**src/rtl/scrbrd_alloc.sv**
```systemverilog
// In-order scoreboard allocator: assigns circular indices to dispatched instructions,
// tracks completions, retires in program order and drives one scoreboard command per cycle.
module scrbrd_alloc #(
    parameter int SCRBRD_SIZE  = 32,
    parameter int PC_WIDTH     = 32,
    parameter int OPCODE_WIDTH = 7,
    localparam int IDX_W       = $clog2(SCRBRD_SIZE)
) (
    input  logic                    clk,
    input  logic                    rst,
    input  logic                    disp_vld,
    output logic                    disp_rdy,
    input  logic [PC_WIDTH-1:0]     disp_pc,
    input  logic [OPCODE_WIDTH-1:0] disp_opcode,
    output logic [IDX_W-1:0]        disp_idx,
    input  logic                    cpl_vld,
    output logic                    cpl_rdy,
    input  logic [IDX_W-1:0]        cpl_idx,
    input  logic                    flush,
    output logic                    flush_busy,
    output logic                    cpl_err,
    output logic [IDX_W:0]          count,
    output logic [IDX_W-1:0]        sb_idx,
    output logic                    sb_pc_vld,
    output logic [PC_WIDTH-1:0]     sb_pc,
    output logic                    sb_opcode_vld,
    output logic [OPCODE_WIDTH-1:0] sb_opcode,
    output logic                    sb_completed_vld,
    output logic                    sb_invalidate_vld
);

    typedef enum logic {RUN, FLUSH} state_t;

    localparam logic [IDX_W:0] FULL_CNT = (IDX_W+1)'(SCRBRD_SIZE);
    localparam logic [IDX_W:0] ONE_CNT  = (IDX_W+1)'(1);

    state_t                 state;
    logic [IDX_W-1:0]       head;
    logic [IDX_W-1:0]       tail;
    logic [SCRBRD_SIZE-1:0] occ;
    logic [SCRBRD_SIZE-1:0] done;

    logic run;
    logic full;
    logic flush_take;
    logic cpl_acc;
    logic disp_acc;
    logic cpl_legal;
    logic retire;

    assign run        = (state == RUN);
    assign full       = (count == FULL_CNT);
    // A flush with live entries steals the cycle from both handshakes.
    assign flush_take = run && flush && (count != '0);
    assign cpl_rdy    = rst && run && !flush_take;
    assign disp_rdy   = rst && run && !flush_take && !full && !cpl_vld;
    assign disp_idx   = tail;
    assign cpl_acc    = cpl_vld && cpl_rdy;
    assign disp_acc   = disp_vld && disp_rdy;
    assign cpl_legal  = occ[cpl_idx] && !done[cpl_idx];
    assign retire     = run && !flush_take && !cpl_acc && !disp_acc && occ[head] && done[head];

    always_ff @(posedge clk or negedge rst) begin
        if (!rst) begin
            state             <= RUN;
            head              <= '0;
            tail              <= '0;
            count             <= '0;
            occ               <= '0;
            done              <= '0;
            flush_busy        <= 1'b0;
            cpl_err           <= 1'b0;
            sb_idx            <= '0;
            sb_pc_vld         <= 1'b0;
            sb_pc             <= '0;
            sb_opcode_vld     <= 1'b0;
            sb_opcode         <= '0;
            sb_completed_vld  <= 1'b0;
            sb_invalidate_vld <= 1'b0;
        end else begin
            cpl_err           <= 1'b0;
            sb_idx            <= '0;
            sb_pc_vld         <= 1'b0;
            sb_pc             <= '0;
            sb_opcode_vld     <= 1'b0;
            sb_opcode         <= '0;
            sb_completed_vld  <= 1'b0;
            sb_invalidate_vld <= 1'b0;
            case (state)
                RUN: begin
                    if (flush_take) begin
                        state      <= FLUSH;
                        flush_busy <= 1'b1;
                    end else if (cpl_acc) begin
                        if (cpl_legal) begin
                            done[cpl_idx]    <= 1'b1;
                            sb_completed_vld <= 1'b1;
                            sb_idx           <= cpl_idx;
                        end else begin
                            cpl_err <= 1'b1;
                        end
                    end else if (disp_acc) begin
                        occ[tail]     <= 1'b1;
                        done[tail]    <= 1'b0;
                        tail          <= tail + 1'b1;
                        count         <= count + 1'b1;
                        sb_pc_vld     <= 1'b1;
                        sb_opcode_vld <= 1'b1;
                        sb_idx        <= tail;
                        sb_pc         <= disp_pc;
                        sb_opcode     <= disp_opcode;
                    end else if (retire) begin
                        occ[head]         <= 1'b0;
                        done[head]        <= 1'b0;
                        head              <= head + 1'b1;
                        count             <= count - 1'b1;
                        sb_invalidate_vld <= 1'b1;
                        sb_idx            <= head;
                    end
                end
                FLUSH: begin
                    // Entered only with count>0, so head is always live here.
                    occ[head]         <= 1'b0;
                    done[head]        <= 1'b0;
                    head              <= head + 1'b1;
                    count             <= count - 1'b1;
                    sb_invalidate_vld <= 1'b1;
                    sb_idx            <= head;
                    if (count == ONE_CNT) begin
                        state      <= RUN;
                        flush_busy <= 1'b0;
                    end
                end
                default: state <= RUN;
            endcase
        end
    end

endmodule

```
**config.mk**
```make
export PLATFORM = sky130hd
export DESIGN_NAME = scrbrd_alloc
export DESIGN_NICKNAME = d
export VERILOG_FILES = /design/src/rtl/scrbrd_alloc.sv
export SDC_FILE = /design/constraint.sdc
export NUM_CORES = 1
export LEC_CHECK = 0
export CORE_AREA = 10 10 119 175
export CTS_CLUSTER_SIZE = 24
export DETAILED_ROUTE_END_ITERATION = 12
export DIE_AREA = 0 0 129 185
export HOLD_SLACK_MARGIN = 0.08
export PLACE_DENSITY_LB_ADDON = 0.05
export SLEW_MARGIN = 0
export SYNTH_ARGS = -nofsm -noshare
export SYNTH_HDL_FRONTEND = slang
export SYNTH_SLANG_ARGS = --single-unit
```
**constraint.sdc**
```tcl
create_clock -name clk -period 3.1 [get_ports clk]
set_clock_uncertainty 0.05 [all_clocks]
set_input_delay 0.62 -clock clk [delete_from_list [all_inputs] [get_ports clk]]
set_output_delay 0.62 -clock clk [all_outputs]
set_load 0.03 [all_outputs]
```
==> results of run 1 <==
## worst max-delay path: stages
cell	delay, ps
dlygate4sd3_1	550
buf_6	160
a21oi_1	270
o31ai_1	140
nor4_1	160
and4_1	260
a311o_2	310
buf_12	240
a21boi_1	320
buf_4	170
a21oi_1	30
## cell type report
cell class / count / area (um2) / share of cell area
clock buffer: 18 / 429 / 0.0467
sequential: 130 / 3250 / 0.354
clock inverter: 14 / 123 / 0.0133
multi-input combinational: 483 / 3390 / 0.369
timing repair buffer: 176 / 1660 / 0.180
inverter: 16 / 60.1 / 0.00654
tap: 217 / 272 / 0.0296
## power groups by stage
stage          Combinational [mW]  Clock [mW]  Sequential, mW
3_5_place_dp                 2.47           0            2.18
3_3_place_gp                 2.46           0            2.17
5_1_grt                      2.67        2.01            2.18
6_report                     2.51        1.90            2.16
2_1_floorplan                1.21           0            2.25
4_1_cts                      2.49        1.94            2.15
## cell usage after synthesis, types with 7 or more instances
cell type,n
inv_1,15
nand3_1,15
mux2i_1,27
a2bb2oi_1,9
buf_2,17
o211a_1,7
o21a_1,7
o311a_1,21
a31oi_1,7
nand2_1,33
o21ai_0,33
nand3b_1,7
a21o_1,21
nand2b_1,7
xnor2_1,13
and2_1,41
nor2_1,69
dfrtp_1,130
mux4_2,11
o22a_1,10
a21oi_1,20
ha_1,11
nor2b_1,7
o22ai_1,15
nor3_1,11
and3_1,20
clkbuf_1,25
## sequential cells by signal (all words and copies together) (netlist names)
signal	cells
disp_idx	5
sb_completed_vld	1
sb_idx	5
sb_opcode_vld	1
cpl_err	1
state	1
sb_invalidate_vld	1
occ	32
sb_pc	32
head	5
count	6
flush_busy	1
sb_opcode	7
done	32
## cells by family after synthesis
group,share of synthesized area
compound gates,0.184
xor+xnor,0.0176
fa+ha+maj,0.0198
buf+inv,0.0451
flops,0.467
mux,0.0879
simple gates,0.178
## metrics by stage
step	std cells	hold WS (ps)	cell area (um2)	total power, mW
after global placement	1021	402	8620	4.63
after detailed placement	1021	402	8620	4.65
after CTS	1054	464	9190	6.58
after global routing	1054	490	9190	6.87
after floorplan	682	274	6960	3.46
final	1054	465	9190	6.57
## worst max-delay path by stage
stage / from / endpoint / slack (ps) / cells after the start
floorplan: count[3] / done[14] / 170 / 10
global placement: cpl_vld / done[14] / -150 / 10
detailed placement: cpl_vld / done[14] / -160 / 10
CTS: head[0] / done[2] / 4 / 9
global route: head[1] / done[15] / 30 / 8
finish: rst / done[14] / 130 / 11
## placed cells by master (no fill, tap or decap), types with 21 or more instances in the layout
cell type and n:
clkdlybuf4s50_1 107, nand2_1 33, o21ai_0 33, and2_1 41
a21o_1 21, buf_4 61, dfrtp_1 129, o311a_1 21
nor2_1 69, mux2i_1 27
## per-layer routing
metal  GRT usage  part of all wire  vias up
met5           0                 0        -
met4       0.133             0.055        0
met3      0.0704             0.087       75
met2       0.360              0.48      304
met1       0.244              0.37     3054
li1            -                 -     2773
## what timing repair did
| action | 4_1_cts | 5_1_grt |
|---|---|---|
| hold buffers | 1 | 0 |
| setup endpoints to repair | 1 | 2 |
| hold endpoints to repair | 6 | 0 |
| resized for setup | 1 | 2 |
==> reports/results.tsv, run 1 <==
stage	metric	value	unit
status	status	finished clean	
finish	fillCellCount	1639	
critical_path	reg2regPathDepth	9	
grt	grt_pass1_wl	39800	um
floorplanning	rows	60	
floorplanning	die_area	23900	um2
cts	post_cts_buffers	0	
cts	cts_tree	yes	
grt	grt_overflow	0	
synthesis	yosysUniqueCellTypes	58	
min_path	min_path_cells	1	
cts	path_clk_slew	60	ps
cts	cts_sinks	130	
finish	final_nets	884	
run	maxCapViolCount	0	
drt	wirelength	25300	um
timing	rsz0062_at_grt	no	
timing	setup_violations	0	
synthesis	yosysWarnings	0	
drt	vias	6206	
floorplanning	die_w	129	um
finish	final_util	0.519	
cts	cts_buffer_depth	2	
timing	period_minus_slack	2970	ps
power_and_ir_drop	powerDensity	715	nW/um2
drt	drt_iter0_markers	458	
grt	grt_max_degree	125	
cts	cts_max_level	4	
timing	relSlewSlack	0.507	
grt	antenna_found_initial	0	
synthesis	synth_area	6960	um2
timing	period_share	0.959	
synthesis	synthFlopType	dfrtp_1	
power_and_ir_drop	leakage	4.29	nW
placed_design	gp_congestion	1.08	
timing	slew_violations	0	
floorplanning	die_h	185	um
power_and_ir_drop	p_sw	2.65	mW
finish	syn_to_final_growth	32.0	%
min_path	hp-class	reg2reg	
placed_design	dp_slack	-155	ps
finish	antenna_cells	0	
drt	wl_per_cell	24.0	um
cts	clkLatencyLatePin	440	ps
drt	antenna_left	0	
synthesis	ys_top_cells_by_area	dfrtp_1 (47%), mux2i_1 (3.9%), nor2_1 (3.7%), and2_1 (3.7%), mux4_2 (3.6%)	
power_and_ir_drop	internal_power	3.92	mW
placed_design	place_hpwl	18600	um
drt	first_pass_iters	5	
critical_path	worst_ep_required_time	3370	ps
critical_path	critPathArrivalTime	3240	ps
synthesis	yosysTopAreaCellShare	0.467	
critical_path	rr_endpoint	done[14]	
cts	root_buffer	clkbuf_16	
critical_path	r2r-start	head[0]	
synthesis	synthCells	682	
min_path	holdPathEnd	done[3]	
synthesis	ys_seq_area_frac	0.467	
cts	cts_buffers	17	
drt	vias_per_cell	5.89	
synthesis	synth.avg_cell_area	10.2	um2
floorplanning	ios	112	
critical_path	reg2reg_slack	140	ps
power_and_ir_drop	sequentialPowerShare	0.328	
synthesis	synth_nets	742	
critical_path	start_kind	input pin	
timing	fin_ws	128	ps
synthesis	async_flop_share	1.00	
power_and_ir_drop	pwr-share-comb	0.382	
grt	grt_pass1_vias	6608	
grt	grt_usage	0.220	
critical_path	cp-end-kind	flop	
timing	finalSetupTns	0	ps
drt	drc	0	
power_and_ir_drop	swShare	0.404	
floorplanning	start_util	0.393	
critical_path	critPathMaxFanout	42	
synthesis	synth_seq_cells	130	
floorplanning	placeableCoreArea	17700	um2
min_path	hold_start	done[3]	
critical_path	path_class	in2reg	
synthesis	synth-edff-count	0	
timing	fmax	0.337	GHz
timing	finalHoldViolations	0	
timing	worst_slew_pin_slew	739	ps
power_and_ir_drop	vdd_drop_max	0.369	mV
placed_design	io_buffers	111	
finish	drive_above_1_share	0.148	
power_and_ir_drop	pwr-share-clk	0.290	
synthesis	synth_top_area_cell	dfrtp_1	
(Power assumes the default switching activity.)
==> run 2: changes to the inputs <==
--- a/config.mk
+++ b/config.mk
@@ -9,6 +9,7 @@
 export CTS_CLUSTER_SIZE = 24
 export DETAILED_ROUTE_END_ITERATION = 12
 export DIE_AREA = 0 0 129 185
+export GPL_TIMING_DRIVEN = 1
 export HOLD_SLACK_MARGIN = 0.08
 export PLACE_DENSITY_LB_ADDON = 0.05
 export SLEW_MARGIN = 0
==> results of run 2 <==
The final DEF is identical to that of run 1; final timing and power are the same.
